`src/rtl/vedic_pkg.sv`:
```
// ---------------------------------------------------------------------------
// vedic_pkg
// Shared definitions for the pipelined Vedic (Urdhva-Tiryagbhyam) multiplier:
// supported operand-width range, the per-beat arithmetic mode and the
// latency helper used by vedic_mul_pipe.
// ---------------------------------------------------------------------------
package vedic_pkg;

  localparam int VEDIC_MIN_W = 4;
  localparam int VEDIC_MAX_W = 64;

  // Per-beat operand interpretation, driven from the in_signed port
  typedef enum logic {
    VEDIC_UNSIGNED = 1'b0,
    VEDIC_SIGNED   = 1'b1
  } vedic_mode_e;

  // One magnitude stage, one leaf stage, then one stage per recombination
  // level; the last recombination level also applies the sign
  function automatic int vedic_latency(input int width);
    return $clog2(width) + 1;
  endfunction

endpackage

```
`src/rtl/vedic_quad_combine.sv`:
```
// ---------------------------------------------------------------------------
// vedic_quad_combine
// Purely combinational recombination of four partial products of N-bit
// operand halves into one product of 2N-bit operands:
//   p = q0 + (q1 << N) + (q2 << N) + (q3 << 2N)
// Ports:
//   q0_i  [2N-1:0]  lo_a * lo_b
//   q1_i  [2N-1:0]  hi_a * lo_b
//   q2_i  [2N-1:0]  lo_a * hi_b
//   q3_i  [2N-1:0]  hi_a * hi_b
//   p_o   [4N-1:0]  combined product
// ---------------------------------------------------------------------------
module vedic_quad_combine
  import vedic_pkg::*;
#(
  parameter int N = 2
) (
  input  logic [2*N-1:0] q0_i,
  input  logic [2*N-1:0] q1_i,
  input  logic [2*N-1:0] q2_i,
  input  logic [2*N-1:0] q3_i,
  output logic [4*N-1:0] p_o
);

  // The shifts are written as zero-padded concatenations so every term is
  // already 4N bits wide; the sum of four full quadrant products always fits
  always_comb begin
    p_o = {{(2*N){1'b0}}, q0_i}
        + {{N{1'b0}}, q1_i, {N{1'b0}}}
        + {{N{1'b0}}, q2_i, {N{1'b0}}}
        + {q3_i, {(2*N){1'b0}}};
  end

endmodule

```
`src/rtl/vedic_mul_pipe.sv`:
```
// ---------------------------------------------------------------------------
// vedic_mul_pipe
// Parametrised, pipelined Vedic multiplier. Operands are converted to
// magnitudes (S0), split into all 2x2 leaf products (S1) and recombined one
// quadrant level per stage (S2..S(L), L = log2(WIDTH)); the last level
// applies the sign. Latency is LATENCY = log2(WIDTH)+1 cycles. A single
// global advance moves every stage together; bubbles are not collapsed.
//
// Ports:
//   clk        in   clock, rising edge
//   rst_n      in   asynchronous active-low reset
//   in_valid   in   operand beat valid
//   in_ready   out  beat can be accepted this cycle
//   in_a       in   [WIDTH-1:0] multiplicand
//   in_b       in   [WIDTH-1:0] multiplier
//   in_signed  in   1 = two's-complement operands, 0 = unsigned
//   out_valid  out  product valid
//   out_ready  in   downstream accepts the product
//   out_p      out  [2*WIDTH-1:0] product
//   in_tag     in   [TAG_W-1:0] beat tag   (VEDIC_MUL_PIPE_TAG_EN only)
//   out_tag    out  [TAG_W-1:0] beat tag   (VEDIC_MUL_PIPE_TAG_EN only)
//
// Optional feature macro: VEDIC_MUL_PIPE_TAG_EN adds a TAG_W-bit tag that
// travels with each beat and emerges aligned with its product.
// ---------------------------------------------------------------------------
module vedic_mul_pipe
  import vedic_pkg::*;
#(
  parameter int WIDTH = 8
`ifdef VEDIC_MUL_PIPE_TAG_EN
  ,
  parameter int TAG_W = 4
`endif
) (
  input  logic                 clk,
  input  logic                 rst_n,
  input  logic                 in_valid,
  output logic                 in_ready,
  input  logic [WIDTH-1:0]     in_a,
  input  logic [WIDTH-1:0]     in_b,
  input  logic                 in_signed,
  output logic                 out_valid,
  input  logic                 out_ready,
  output logic [2*WIDTH-1:0]   out_p
`ifdef VEDIC_MUL_PIPE_TAG_EN
  ,
  input  logic [TAG_W-1:0]     in_tag,
  output logic [TAG_W-1:0]     out_tag
`endif
);

  localparam int LATENCY = vedic_latency(WIDTH);
  localparam int LVLS    = $clog2(WIDTH);
  // All product levels live in one flat vector: level k holds
  // (WIDTH/2^k)^2 products of 2^(k+1) bits, i.e. 2*WIDTH^2/2^k bits, so the
  // levels together occupy 2*WIDTH^2 - 2*WIDTH bits and the final product
  // sits in the top 2*WIDTH bits.
  localparam int PW_TOT  = 2*WIDTH*WIDTH - 2*WIDTH;

  if (((WIDTH & (WIDTH - 1)) != 0) || (WIDTH < VEDIC_MIN_W) || (WIDTH > VEDIC_MAX_W)) begin : g_bad_width
    $error("vedic_mul_pipe: WIDTH=%0d must be a power of two in [%0d,%0d]",
           WIDTH, VEDIC_MIN_W, VEDIC_MAX_W);
  end
  if (LATENCY != LVLS + 1) begin : g_bad_latency
    $error("vedic_mul_pipe: latency helper disagrees with stage count");
  end

  logic              adv;
  vedic_mode_e       mode;
  logic [WIDTH-1:0]  magA_d, magB_d, magA_q, magB_q;
  logic              neg_d;
  logic [LVLS:0]     valid_q;
  logic [LVLS-1:0]   neg_q;
  logic [PW_TOT-1:0] prod_d, prod_q;

  // Whole pipeline moves when the output slot is empty or being drained
  assign adv       = !valid_q[LVLS] || out_ready;
  assign in_ready  = adv;
  assign out_valid = valid_q[LVLS];
  assign out_p     = prod_q[PW_TOT-1 -: 2*WIDTH];

  // Magnitude conversion; -2^(WIDTH-1) negates to itself, which read as
  // unsigned is exactly its magnitude, so no extra bit is needed
  always_comb begin
    mode   = vedic_mode_e'(in_signed);
    magA_d = in_a;
    magB_d = in_b;
    neg_d  = 1'b0;
    if (mode == VEDIC_SIGNED) begin
      if (in_a[WIDTH-1]) magA_d = -in_a;
      if (in_b[WIDTH-1]) magB_d = -in_b;
      neg_d = in_a[WIDTH-1] ^ in_b[WIDTH-1];
    end
  end

  // Operand stage plus the valid/sign shift chains that shadow the product
  // levels: index 0 belongs to S0, index k to recombination level k
  always_ff @(posedge clk or negedge rst_n) begin
    if (!rst_n) begin
      valid_q <= '0;
      neg_q   <= '0;
      magA_q  <= '0;
      magB_q  <= '0;
    end else if (adv) begin
      valid_q <= {valid_q[LVLS-1:0], in_valid};
      neg_q   <= {neg_q[LVLS-2:0], neg_d};
      magA_q  <= magA_d;
      magB_q  <= magB_d;
    end
  end

  // Level k works on operand chunks of N = 2^k bits; element (i,j) is the
  // product of a-chunk i and b-chunk j, stored at index i*M + j
  for (genvar k = 1; k <= LVLS; k++) begin : g_lvl
    localparam int N   = 1 << k;
    localparam int M   = WIDTH / N;
    localparam int PW  = 2 * N;
    localparam int OFF = 2*WIDTH*WIDTH - ((4*WIDTH*WIDTH) >> k);

    if (k == 1) begin : g_leaf
      for (genvar i = 0; i < M; i++) begin : g_i
        for (genvar j = 0; j < M; j++) begin : g_j
          assign prod_d[OFF + (i*M + j)*PW +: PW] =
            {2'b00, magA_q[2*i +: 2]} * {2'b00, magB_q[2*j +: 2]};
        end
      end
    end else begin : g_comb
      localparam int PM   = 2 * M;
      localparam int PPW  = N;
      localparam int POFF = 2*WIDTH*WIDTH - ((4*WIDTH*WIDTH) >> (k - 1));
      for (genvar i = 0; i < M; i++) begin : g_i
        for (genvar j = 0; j < M; j++) begin : g_j
          logic [PW-1:0] sum;
          vedic_quad_combine #(.N(N/2)) u_comb (
            .q0_i(prod_q[POFF + ((2*i)  *PM + 2*j)  *PPW +: PPW]),
            .q1_i(prod_q[POFF + ((2*i+1)*PM + 2*j)  *PPW +: PPW]),
            .q2_i(prod_q[POFF + ((2*i)  *PM + 2*j+1)*PPW +: PPW]),
            .q3_i(prod_q[POFF + ((2*i+1)*PM + 2*j+1)*PPW +: PPW]),
            .p_o (sum)
          );
          // Only the final level (a single product) carries the sign
          if (k == LVLS) begin : g_sign
            assign prod_d[OFF +: PW] = neg_q[LVLS-1] ? -sum : sum;
          end else begin : g_plain
            assign prod_d[OFF + (i*M + j)*PW +: PW] = sum;
          end
        end
      end
    end
  end

  // All product levels register together; holding on stall keeps out_p stable
  always_ff @(posedge clk or negedge rst_n) begin
    if (!rst_n) begin
      prod_q <= '0;
    end else if (adv) begin
      prod_q <= prod_d;
    end
  end

`ifdef VEDIC_MUL_PIPE_TAG_EN
  logic [TAG_W-1:0] tag_q [LVLS+1];

  // Tag rides alongside its beat through the same number of stages
  always_ff @(posedge clk or negedge rst_n) begin
    if (!rst_n) begin
      for (int s = 0; s <= LVLS; s++) tag_q[s] <= '0;
    end else if (adv) begin
      tag_q[0] <= in_tag;
      for (int s = 1; s <= LVLS; s++) tag_q[s] <= tag_q[s-1];
    end
  end

  assign out_tag = tag_q[LVLS];
`endif

endmodule
```
`config.mk`:
```
export PLATFORM = sky130hd
export DESIGN_NAME = vedic_mul_pipe
export DESIGN_NICKNAME = d
export VERILOG_FILES = /design/src/rtl/vedic_pkg.sv /design/src/rtl/vedic_quad_combine.sv /design/src/rtl/vedic_mul_pipe.sv
export SDC_FILE = /design/constraint.sdc
export NUM_CORES = 1
export LEC_CHECK = 0
export CORE_ASPECT_RATIO = 2
export CORE_MARGIN = 2
export CORE_UTILIZATION = 30
export CTS_CLUSTER_DIAMETER = 200
export DETAILED_ROUTE_END_ITERATION = 7
export SYNTH_ARGS = -nofsm -noshare
export SYNTH_HDL_FRONTEND = slang
export SYNTH_SLANG_ARGS = --single-unit
```
`constraint.sdc`:
```
create_clock -name clk -period 3.9 [get_ports clk]
set_input_delay 1.17 -clock clk [delete_from_list [all_inputs] [get_ports clk]]
set_output_delay 1.17 -clock clk [all_outputs]
set_load 0.01 [all_outputs]
```
==> results of run 1 <==
## what timing repair did
| action | 4_1_cts | 5_1_grt |
|---|---|---|
| setup buffers | 1 | 2 |
| setup endpoints to repair | 4 | 5 |
| pin swaps | 3 | 19 |
| resized for setup | 12 | 23 |
## layout make-up
| type | count | area (sq um) |
|---|---|---|
| fillers | 2764 | 17500 |
| inverters | 62 | 235 |
| repair buffers | 65 | 597 |
| multi-input cells | 711 | 4830 |
| clock inverters | 12 | 189 |
| clock buffers | 20 | 457 |
| flip-flops and latches | 135 | 3380 |
| well taps | 352 | 440 |
## sequential cells by signal, indices dropped and copies added, names as in the netlist
name and count:
prod_q 112, magA_q 8, valid_q 4, magB_q 8, neg_q 3
## metrics by stage
stage	TNS, ns	total power (W)	utilization, %	instances
detailed placement	-0.196	0.00698	33.7	1322
finish	0	0.00920	36.6	1357
floorplan	0	0.00536	-	950
CTS	0	0.00900	36.3	1355
global route	-0.179	0.0100	36.6	1357
global placement	-0.0335	0.00686	33.7	1322
## Yosys cell counts, types with 2 or more instances
cell / instances
nor3b_1: 2
a21oi_1: 29
inv_1: 62
nand3_1: 25
o31ai_1: 6
xnor2_1: 36
mux2i_1: 3
nand2_1: 261
nand4_1: 3
a31oi_1: 4
dfrtp_1: 135
or3_1: 4
nor2b_1: 10
clkbuf_1: 41
o22ai_1: 3
and3_1: 8
a21o_1: 12
a21boi_0: 2
nand2b_1: 7
nor3_1: 5
xor2_1: 21
o21ai_0: 67
ha_1: 89
nor2_1: 22
fa_1: 22
and2_1: 49
nand4b_1: 2
## path summary, 6_finish.rpt
| path | from | to | slack (ns) |
|---|---|---|---|
| setup / recovery | prod_q[80] | prod_q[111] | 0.06 |
| hold / removal | valid_q[2] | valid_q[2] | 0.46 |
| setup reg to reg | prod_q[80] | prod_q[111] | 0.06 |
| hold reg to reg | valid_q[2] | valid_q[2] | 0.46 |
| max in group asynchronous | rst_n | prod_q[40] | 2.41 |
| min in group asynchronous | rst_n | prod_q[54] | 0.72 |
## cells by family after synthesis
kind of cell	after synthesis	synth area share [%]
DFF	135	40.0
buffers and inverters	104	4.62
muxes	3	0.356
AOI/OAI and AO/OA	135	9.28
adders and majority gates	111	18.4
and+or+nand+nor	405	21.4
xor gates and xnor gates	57	5.91
## where the power goes
group | internal (W) | switching, W
logic | 0.00235 | 0.00268
registers | 0.00194 | 0.000476
clock network | 0.00112 | 0.000634
total | 0.00541 | 0.00379
## worst max-delay path, stage by stage (launching register included)
cell	delay, ns
dfrtp_1	0.35
ha_2	0.20
inv_2	0.04
fa_2	0.33
nor2b_1	0.12
o21ai_1	0.07
nand2b_1	0.14
xor2_1	0.19
fa_1	0.47
ha_4	0.19
or2_1	0.21
o22ai_2	0.15
xnor2_2	0.09
or4_4	0.51
or3_4	0.40
o31ai_2	0.19
nor2_1	0.07
## per-layer routing
| metal | vias to the layer above | global-route usage [%] | wire length, um |
|---|---|---|---|
| li1 | 3190 | - | - |
| met1 | 3049 | 13.1 | 6730 |
| met2 | 80 | 27.1 | 11100 |
| met3 | 34 | 2.64 | 396 |
| met4 | 0 | 6.69 | 678 |
| met5 | - | 0 | 0 |
==> impl_metrics.env, run 1 <==
export IMPL_grt_pass1_wl_um=31400
export IMPL_cts_htree_levels=4
export IMPL_leakagePower_nw=5.12
export IMPL_hold_viol=0
export IMPL_place_detailed_hpwl_um=14300
export IMPL_slew_violations=0
export IMPL_slew_headroom_pct=47.0
export IMPL_die_height_um=241
export IMPL_power_density_nw_per_um2=908
export IMPL_clock_sinks=135
export IMPL_yosysWarnings=0
export IMPL_dieArea_sq_um=29600
export IMPL_core_sq_um=27700
export IMPL_worstSetupPathType="reg2reg"
export IMPL_syn_instance_count=950
export IMPL_numPortBuffers=38
export IMPL_clk_latency_ns=0.44
export IMPL_antenna_left=0
export IMPL_synth_async_sr_flop_share_pct=100
export IMPL_maxCapViolCount=0
export IMPL_holdWs_ns=0.464
export IMPL_synth_edf_count=0
export IMPL_outcome="complete, no violations"
export IMPL_drt_iter0_markers=232
export IMPL_start_kind="flip-flop"
export IMPL_syn_nets=1082
export IMPL_hp_class="reg2reg"
export IMPL_grt_pass1_vias=6459
export IMPL_worstHoldPathCells=2
export IMPL_layout_commonest_cell="nand2_1"
export IMPL_pre_cts_ws_ns=-0.0769
export IMPL_ys_seq_area_share_pct=40.0
export IMPL_setup_viol=0
export IMPL_start_util_pct=30.5
export IMPL_diodes=0
export IMPL_antenna_found_initial=0
export IMPL_wl_um=18900
export IMPL_cts_buffers=17
export IMPL_finClkSkew_ns=0.0136
export IMPL_crit_fanout=4
export IMPL_tightest_slew_ns=0.795
export IMPL_endpoint_kind="flip-flop"
export IMPL_synth_area_top_cells="dfrtp_1 40%, ha_1 13%, nand2_1 12%"
export IMPL_reg2reg_depth=16
export IMPL_syn_area_per_cell_sq_um=8.89
export IMPL_netlist_area_leader_share_pct=40.0
export IMPL_dpl_cell_area_sq_um=9310
export IMPL_hold_buffers=0
export IMPL_final_cell_mix="261 x nand2_1, 135 x dfrtp_1, 85 x ha_1, 64 x o21ai_0, 59 x inv_1"
export IMPL_ios=39
export IMPL_first_pass_iters=4
export IMPL_grtUsageTotal_pct=13.7
export IMPL_grt_max_degree=139
export IMPL_globalplace_congestion=0.826
export IMPL_fin_crit_sh_pct=98.4
export IMPL_drc_errors=0
export IMPL_clockBufferDepth=2
export IMPL_fp_dieW_um=123
export IMPL_wire_per_inst_um=13.9
export IMPL_vias_per_cell=4.68
export IMPL_cts_tree="built"
export IMPL_row_count=86
export IMPL_peakVddDrop_mv=0.377
export IMPL_layout_drive_gt1_share_pct=8.96
export IMPL_rsz0062_at_grt="true"
export IMPL_final_nets=1124
export IMPL_synth_cell_area_sq_um=8440
export IMPL_ys_ff_latch=135
export IMPL_clk_pin_slew_ns=0.06
export IMPL_arrival_ns=4.15
export IMPL_finalInstanceArea_sq_um=10100
export IMPL_synth_ff_type="dfrtp_1"
export IMPL_vias=6353
export IMPL_clockRootBuffer="clkbuf_16"
export IMPL_synth_largest_area_cell="dfrtp_1"
export IMPL_ys_types=47
export IMPL_worst_slack_ns=0.0636
export IMPL_period_minus_slack_ns=3.84
export IMPL_cp_data_required_time_ns=4.22
export IMPL_fmax_ghz=0.261
export IMPL_area_delta_synth_final_pct=20.0
export IMPL_overflow=0
Power figures use the tool's default switching activity.
==> run 2: changes to the inputs <==
--- a/config.mk
+++ b/config.mk
@@ -13,3 +13,4 @@
 export SYNTH_ARGS = -nofsm -noshare
 export SYNTH_HDL_FRONTEND = slang
 export SYNTH_SLANG_ARGS = --single-unit
+export TNS_END_PERCENT = 1
==> impl_metrics.env, run 2 (synthesized netlist as in run 1, its figures left out) <==
export IMPL_outcome="complete, no violations"
export IMPL_worstHoldPathCells=2
export IMPL_worst_slack_ns=0.0552
export IMPL_maxCapViolCount=0
export IMPL_drc_errors=0
export IMPL_place_inst=1322
export IMPL_diodes=0
export IMPL_instances_no_fill=1357
export IMPL_drt_iter0_markers=232
export IMPL_area_delta_synth_final_pct=20.0
export IMPL_row_count=86
export IMPL_globalplace_congestion=0.826
export IMPL_arrival_ns=4.16
export IMPL_numPortBuffers=38
export IMPL_crit_fanout=4
export IMPL_ios=39
export IMPL_core_sq_um=27700
export IMPL_rrSetupSlack_ns=0.06
export IMPL_tightest_slew_ns=0.802
export IMPL_leakagePower_nw=5.12
export IMPL_clockBufferDepth=2
export IMPL_setup_viol=0
export IMPL_start_kind="flip-flop"
export IMPL_cts_buffers=17
export IMPL_hp_class="reg2reg"
export IMPL_grtUsageTotal_pct=13.7
export IMPL_hold_viol=0
export IMPL_place_detailed_hpwl_um=14300
export IMPL_regArea_sq_um=3380
export IMPL_clockRootBuffer="clkbuf_16"
export IMPL_crit_end="prod_q[111]"
export IMPL_start_util_pct=30.5
export IMPL_clk_pin_slew_ns=0.06
export IMPL_slew_violations=0
export IMPL_crit_path_start="prod_q[80]"
export IMPL_multiInputGateArea_sq_um=4830
export IMPL_regMostFlops="prod_q"
export IMPL_antenna_found_initial=0
export IMPL_peakVddDrop_mv=0.376
export IMPL_worstSetupPathType="reg2reg"
export IMPL_fillCellCount=2764
export IMPL_report_power_total_w=0.00921
export IMPL_cts_tree="built"
export IMPL_endpoint_kind="flip-flop"
export IMPL_grt_max_degree=139
export IMPL_layout_commonest_cell="nand2_1"
export IMPL_pre_cts_ws_ns=-0.0769
export IMPL_grt_pass1_wl_um=31400
export IMPL_slew_headroom_pct=46.5
export IMPL_vias_per_cell=4.67
export IMPL_final_nets=1124
export IMPL_fp_dieW_um=123
export IMPL_largest_register_ffs=112
export IMPL_reg_top3="prod_q (112), magA_q (8), magB_q (8)"
export IMPL_power_density_nw_per_um2=909
export IMPL_fin_crit_sh_pct=98.6
export IMPL_clock_sinks=135
export IMPL_wl_um=18900
export IMPL_dieArea_sq_um=29600
export IMPL_cp_data_required_time_ns=4.22
export IMPL_cts_htree_levels=4
export IMPL_holdCritStartpoint="valid_q[2]"
export IMPL_layout_drive_gt1_share_pct=8.96
export IMPL_hold_buffers=0
export IMPL_die_height_um=241
export IMPL_vias=6343
export IMPL_wire_per_inst_um=13.9
export IMPL_rsz0062_at_grt="true"
export IMPL_period_minus_slack_ns=3.84
export IMPL_clk_latency_ns=0.44
export IMPL_fin_util_pct=36.6
export IMPL_final_cell_mix="261 x nand2_1, 135 x dfrtp_1, 85 x ha_1, 64 x o21ai_0, 59 x inv_1"
export IMPL_first_pass_iters=4
export IMPL_grt_pass1_vias=6459
export IMPL_reg2reg_depth=16
export IMPL_finClkSkew_ns=0.0137
export IMPL_fmax_ghz=0.260
export IMPL_overflow=0
export IMPL_rr_endpoint="prod_q[111]"
export IMPL_timing_rr_start="prod_q[80]"
export IMPL_antenna_left=0
==> run 2: cell counts in the layout (fill, tap and decap cells not counted) <==
Identical to the previous run, type by type.
==> run 2: worst max-delay path: stages (launching register included) <==
cell      delay (ns)
dfrtp_1         0.35
ha_2            0.20
inv_2           0.04
fa_2            0.33
nor2b_1         0.12
o21ai_1         0.07
nand2b_1        0.14
xor2_1          0.19
fa_1            0.47
ha_4            0.19
or2_1           0.21
o22ai_2         0.15
xnor2_2         0.09
or4_4           0.51
or3_4           0.40
o31ai_2         0.19
nor2_1          0.07
==> run 2: layout make-up <==
class / instances / share of cell area (%)
clock inverters: 12 / 1.87
multi-input cells: 711 / 47.7
inverters: 62 / 2.32
well taps: 352 / 4.35
clock buffers: 20 / 4.51
flip-flops and latches: 135 / 33.3
repair buffers: 65 / 5.89
==> run 2: worst min path at each step <==
stage,endpoint,slack [ns]
floorplan,valid_q[2],0.43
global placement,valid_q[2],0.44
detailed placement,valid_q[2],0.45
CTS,valid_q[2],0.47
global route,valid_q[3],0.49
finish,valid_q[2],0.46
==> run 2: timing repair <==
item | CTS | global route
cloned | 0 | 0
buffers inserted | 1 | 2
endpoints found under the setup margin | 4 | 5
gates resized for setup | 12 | 23
pin swaps | 3 | 18
==> run 2: metal layers <==
layer  global-route usage, %  share of wire [%]  up-vias
met5                       0                  0        -
met4                    6.69                3.6        0
met3                    2.64                2.0       33
met2                    27.1                 59       80
met1                    13.1                 36     3043
li1                        -                  -     3187
==> run 2: power breakdown <==
| part | internal (W) | switching (W) | total, W |
|---|---|---|---|
| clock network | 0.00112 | 0.000635 | 0.00175 |
| logic | 0.00235 | 0.00268 | 0.00503 |
| registers | 0.00194 | 0.000477 | 0.00242 |
==> run 2: per-stage QoR <==
stage / setup TNS, ns / area (sq um) / hold WS, ns
6_report: 0 / 10100 / 0.464
5_1_grt: -0.171 / 10100 / 0.487
4_1_cts: 0 / 10000 / 0.466
3_5_place_dp: -0.196 / 9310 / 0.453
3_3_place_gp: -0.0335 / 9310 / 0.441
2_1_floorplan: 0 / 8440 / 0.430
==> run 3: changes to the inputs <==
--- a/config.mk
+++ b/config.mk
@@ -6,11 +6,11 @@
 export NUM_CORES = 1
 export LEC_CHECK = 0
 export CORE_ASPECT_RATIO = 2
-export CORE_MARGIN = 2
+export CORE_MARGIN = 1.5
 export CORE_UTILIZATION = 30
 export CTS_CLUSTER_DIAMETER = 200
 export DETAILED_ROUTE_END_ITERATION = 7
 export SYNTH_ARGS = -nofsm -noshare
 export SYNTH_HDL_FRONTEND = slang
 export SYNTH_SLANG_ARGS = --single-unit
-export TNS_END_PERCENT = 1
+export TNS_END_PERCENT = 50
==> impl_metrics.env, run 3 (synthesized netlist as in run 1, its figures left out) <==
export IMPL_outcome="complete, no violations"
export IMPL_first_pass_iters=5
export IMPL_grt_max_degree=96
export IMPL_cts_tree="built"
export IMPL_globalplace_congestion=0.814
export IMPL_holdCritStartpoint="valid_q[2]"
export IMPL_cts_htree_levels=4
export IMPL_grtUsageTotal_pct=13.4
export IMPL_p_int_w=0.00528
export IMPL_clk_pin_slew_ns=0.06
export IMPL_switching_share_pct=41.4
export IMPL_p_switching_w=0.00373
export IMPL_power_density_nw_per_um2=893
export IMPL_maxCapViolCount=0
export IMPL_antenna_left=0
export IMPL_setup_viol=0
export IMPL_wl_um=18200
export IMPL_worstHoldPathCells=2
export IMPL_tightest_slew_ns=0.928
export IMPL_layout_commonest_cell="nand2_1"
export IMPL_crit_fanout=3
export IMPL_clockBufferDepth=2
export IMPL_holdWs_ns=0.457
export IMPL_report_power_total_w=0.00901
export IMPL_fin_util_pct=36.5
export IMPL_slew_headroom_pct=38.1
export IMPL_antenna_found_initial=0
export IMPL_pwr_share_comb_pct=54.8
export IMPL_instances_no_fill=1352
export IMPL_place_inst=1317
export IMPL_clkPwrFrac_pct=18.4
export IMPL_finClkSkew_ns=0.00770
export IMPL_wire_per_inst_um=13.5
export IMPL_arrival_ns=4.16
export IMPL_drt_iter0_markers=296
export IMPL_setup_tns_ns=0
export IMPL_fin_crit_sh_pct=98.9
export IMPL_grt_pass1_wl_um=30500
export IMPL_drc_errors=0
export IMPL_area_delta_synth_final_pct=19.4
export IMPL_final_nets=1122
export IMPL_reg_top3="prod_q (112), magA_q (8), magB_q (8)"
export IMPL_grt_pass1_vias=6254
export IMPL_hp_class="reg2reg"
export IMPL_period_minus_slack_ns=3.86
export IMPL_vias=6266
export IMPL_worstSetupPathType="reg2reg"
export IMPL_endpoint_kind="flip-flop"
export IMPL_start_util_pct=30.5
export IMPL_fp_dieW_um=122
export IMPL_hold_viol=0
export IMPL_dieArea_sq_um=29200
export IMPL_numPortBuffers=38
export IMPL_cts_buffers=17
export IMPL_peakVddDrop_mv=0.412
export IMPL_rr_endpoint="prod_q[109]"
export IMPL_start_kind="flip-flop"
export IMPL_rsz0062_at_grt="true"
export IMPL_clockRootBuffer="clkbuf_16"
export IMPL_clk_latency_ns=0.43
export IMPL_rrSetupSlack_ns=0.04
export IMPL_power_frac_seq_pct=26.8
export IMPL_hold_path_end="valid_q[2]"
export IMPL_overflow=0
export IMPL_layout_drive_gt1_share_pct=8.50
export IMPL_fmax_ghz=0.259
export IMPL_slew_violations=0
export IMPL_timing_rr_start="prod_q[68]"
export IMPL_ios=39
export IMPL_clock_sinks=135
export IMPL_cp_data_required_time_ns=4.20
export IMPL_leakagePower_nw=5.08
export IMPL_vias_per_cell=4.63
export IMPL_hold_buffers=0
export IMPL_diodes=0
export IMPL_core_sq_um=27700
export IMPL_row_count=86
export IMPL_largest_register_ffs=112
export IMPL_die_height_um=240
export IMPL_regMostFlops="prod_q"
export IMPL_place_detailed_hpwl_um=13400
export IMPL_final_cell_mix="261 x nand2_1, 135 x dfrtp_1, 85 x ha_1, 62 x o21ai_0, 61 x inv_1"
export IMPL_reg2reg_depth=16
[run 3: power by group through the flow]
stage                     registers (W)  clock network, W  logic [W]
after floorplan                 0.00227                 0    0.00310
after global placement          0.00244                 0    0.00430
after detailed placement        0.00246                 0    0.00438
after CTS                       0.00243           0.00170    0.00442
after global routing            0.00250           0.00176    0.00556
final                           0.00242           0.00166    0.00493
[run 3: worst max-delay path, stage by stage (launching register included)]
cell,delay [ns]
dfrtp_1,0.35
ha_2,0.18
inv_1,0.05
fa_2,0.51
inv_1,0.04
ha_1,0.27
ha_1,0.17
inv_1,0.06
fa_1,0.43
nor2b_2,0.24
o22ai_2,0.12
xnor2_2,0.15
or4_4,0.50
buf_4,0.17
o31ai_4,0.26
xnor2_1,0.16
o21ai_1,0.08
[run 3: final cells by class]
type                       count  area (sq um)
sequential                   135          3380
clock buffer                  22           484
tap                          352           440
fill                        2816         17600
timing repair buffer          63           582
multi-input combinational    711          4840
clock inverter                 7           120
inverter                      62           235
[run 3: metal layers]
layer | track usage, % | vias up | wire length, um | part of all wire, %
li1 | - | 3178 | - | -
met2 | 25.6 | 78 | 10200 | 56
met1 | 13.6 | 2971 | 6880 | 38
met4 | 6.67 | 0 | 636 | 3.5
met3 | 2.66 | 39 | 443 | 2.4
met5 | 0 | - | 0 | 0
[run 3: per-stage QoR]
stage                     worst slack (ns)  area (sq um)
after floorplan                     0.0526          8440
after global placement             0.00263          9270
after CTS                          -0.0159          9880
final                               0.0414         10100
after detailed placement           -0.0782          9270
after global routing                -0.105         10100
[run 3: worst max-delay path by stage]
stage | from | endpoint | slack (ns)
5_1_grt | prod_q[68] | prod_q[111] | -0.10
2_1_floorplan | prod_q[80] | prod_q[111] | 0.05
6_report | prod_q[68] | prod_q[109] | 0.04
4_1_cts | prod_q[80] | prod_q[109] | -0.02
3_3_place_gp | prod_q[80] | prod_q[111] | 0.003
3_5_place_dp | prod_q[80] | prod_q[111] | -0.08
[run 3: timing repair]
| item | CTS | global route |
|---|---|---|
| hold endpoints to repair | 0 | 0 |
| endpoints found under the setup margin | 3 | 5 |
| pin swaps | 1 | 16 |
| setup buffers | 0 | 6 |
| gates resized for setup | 3 | 35 |
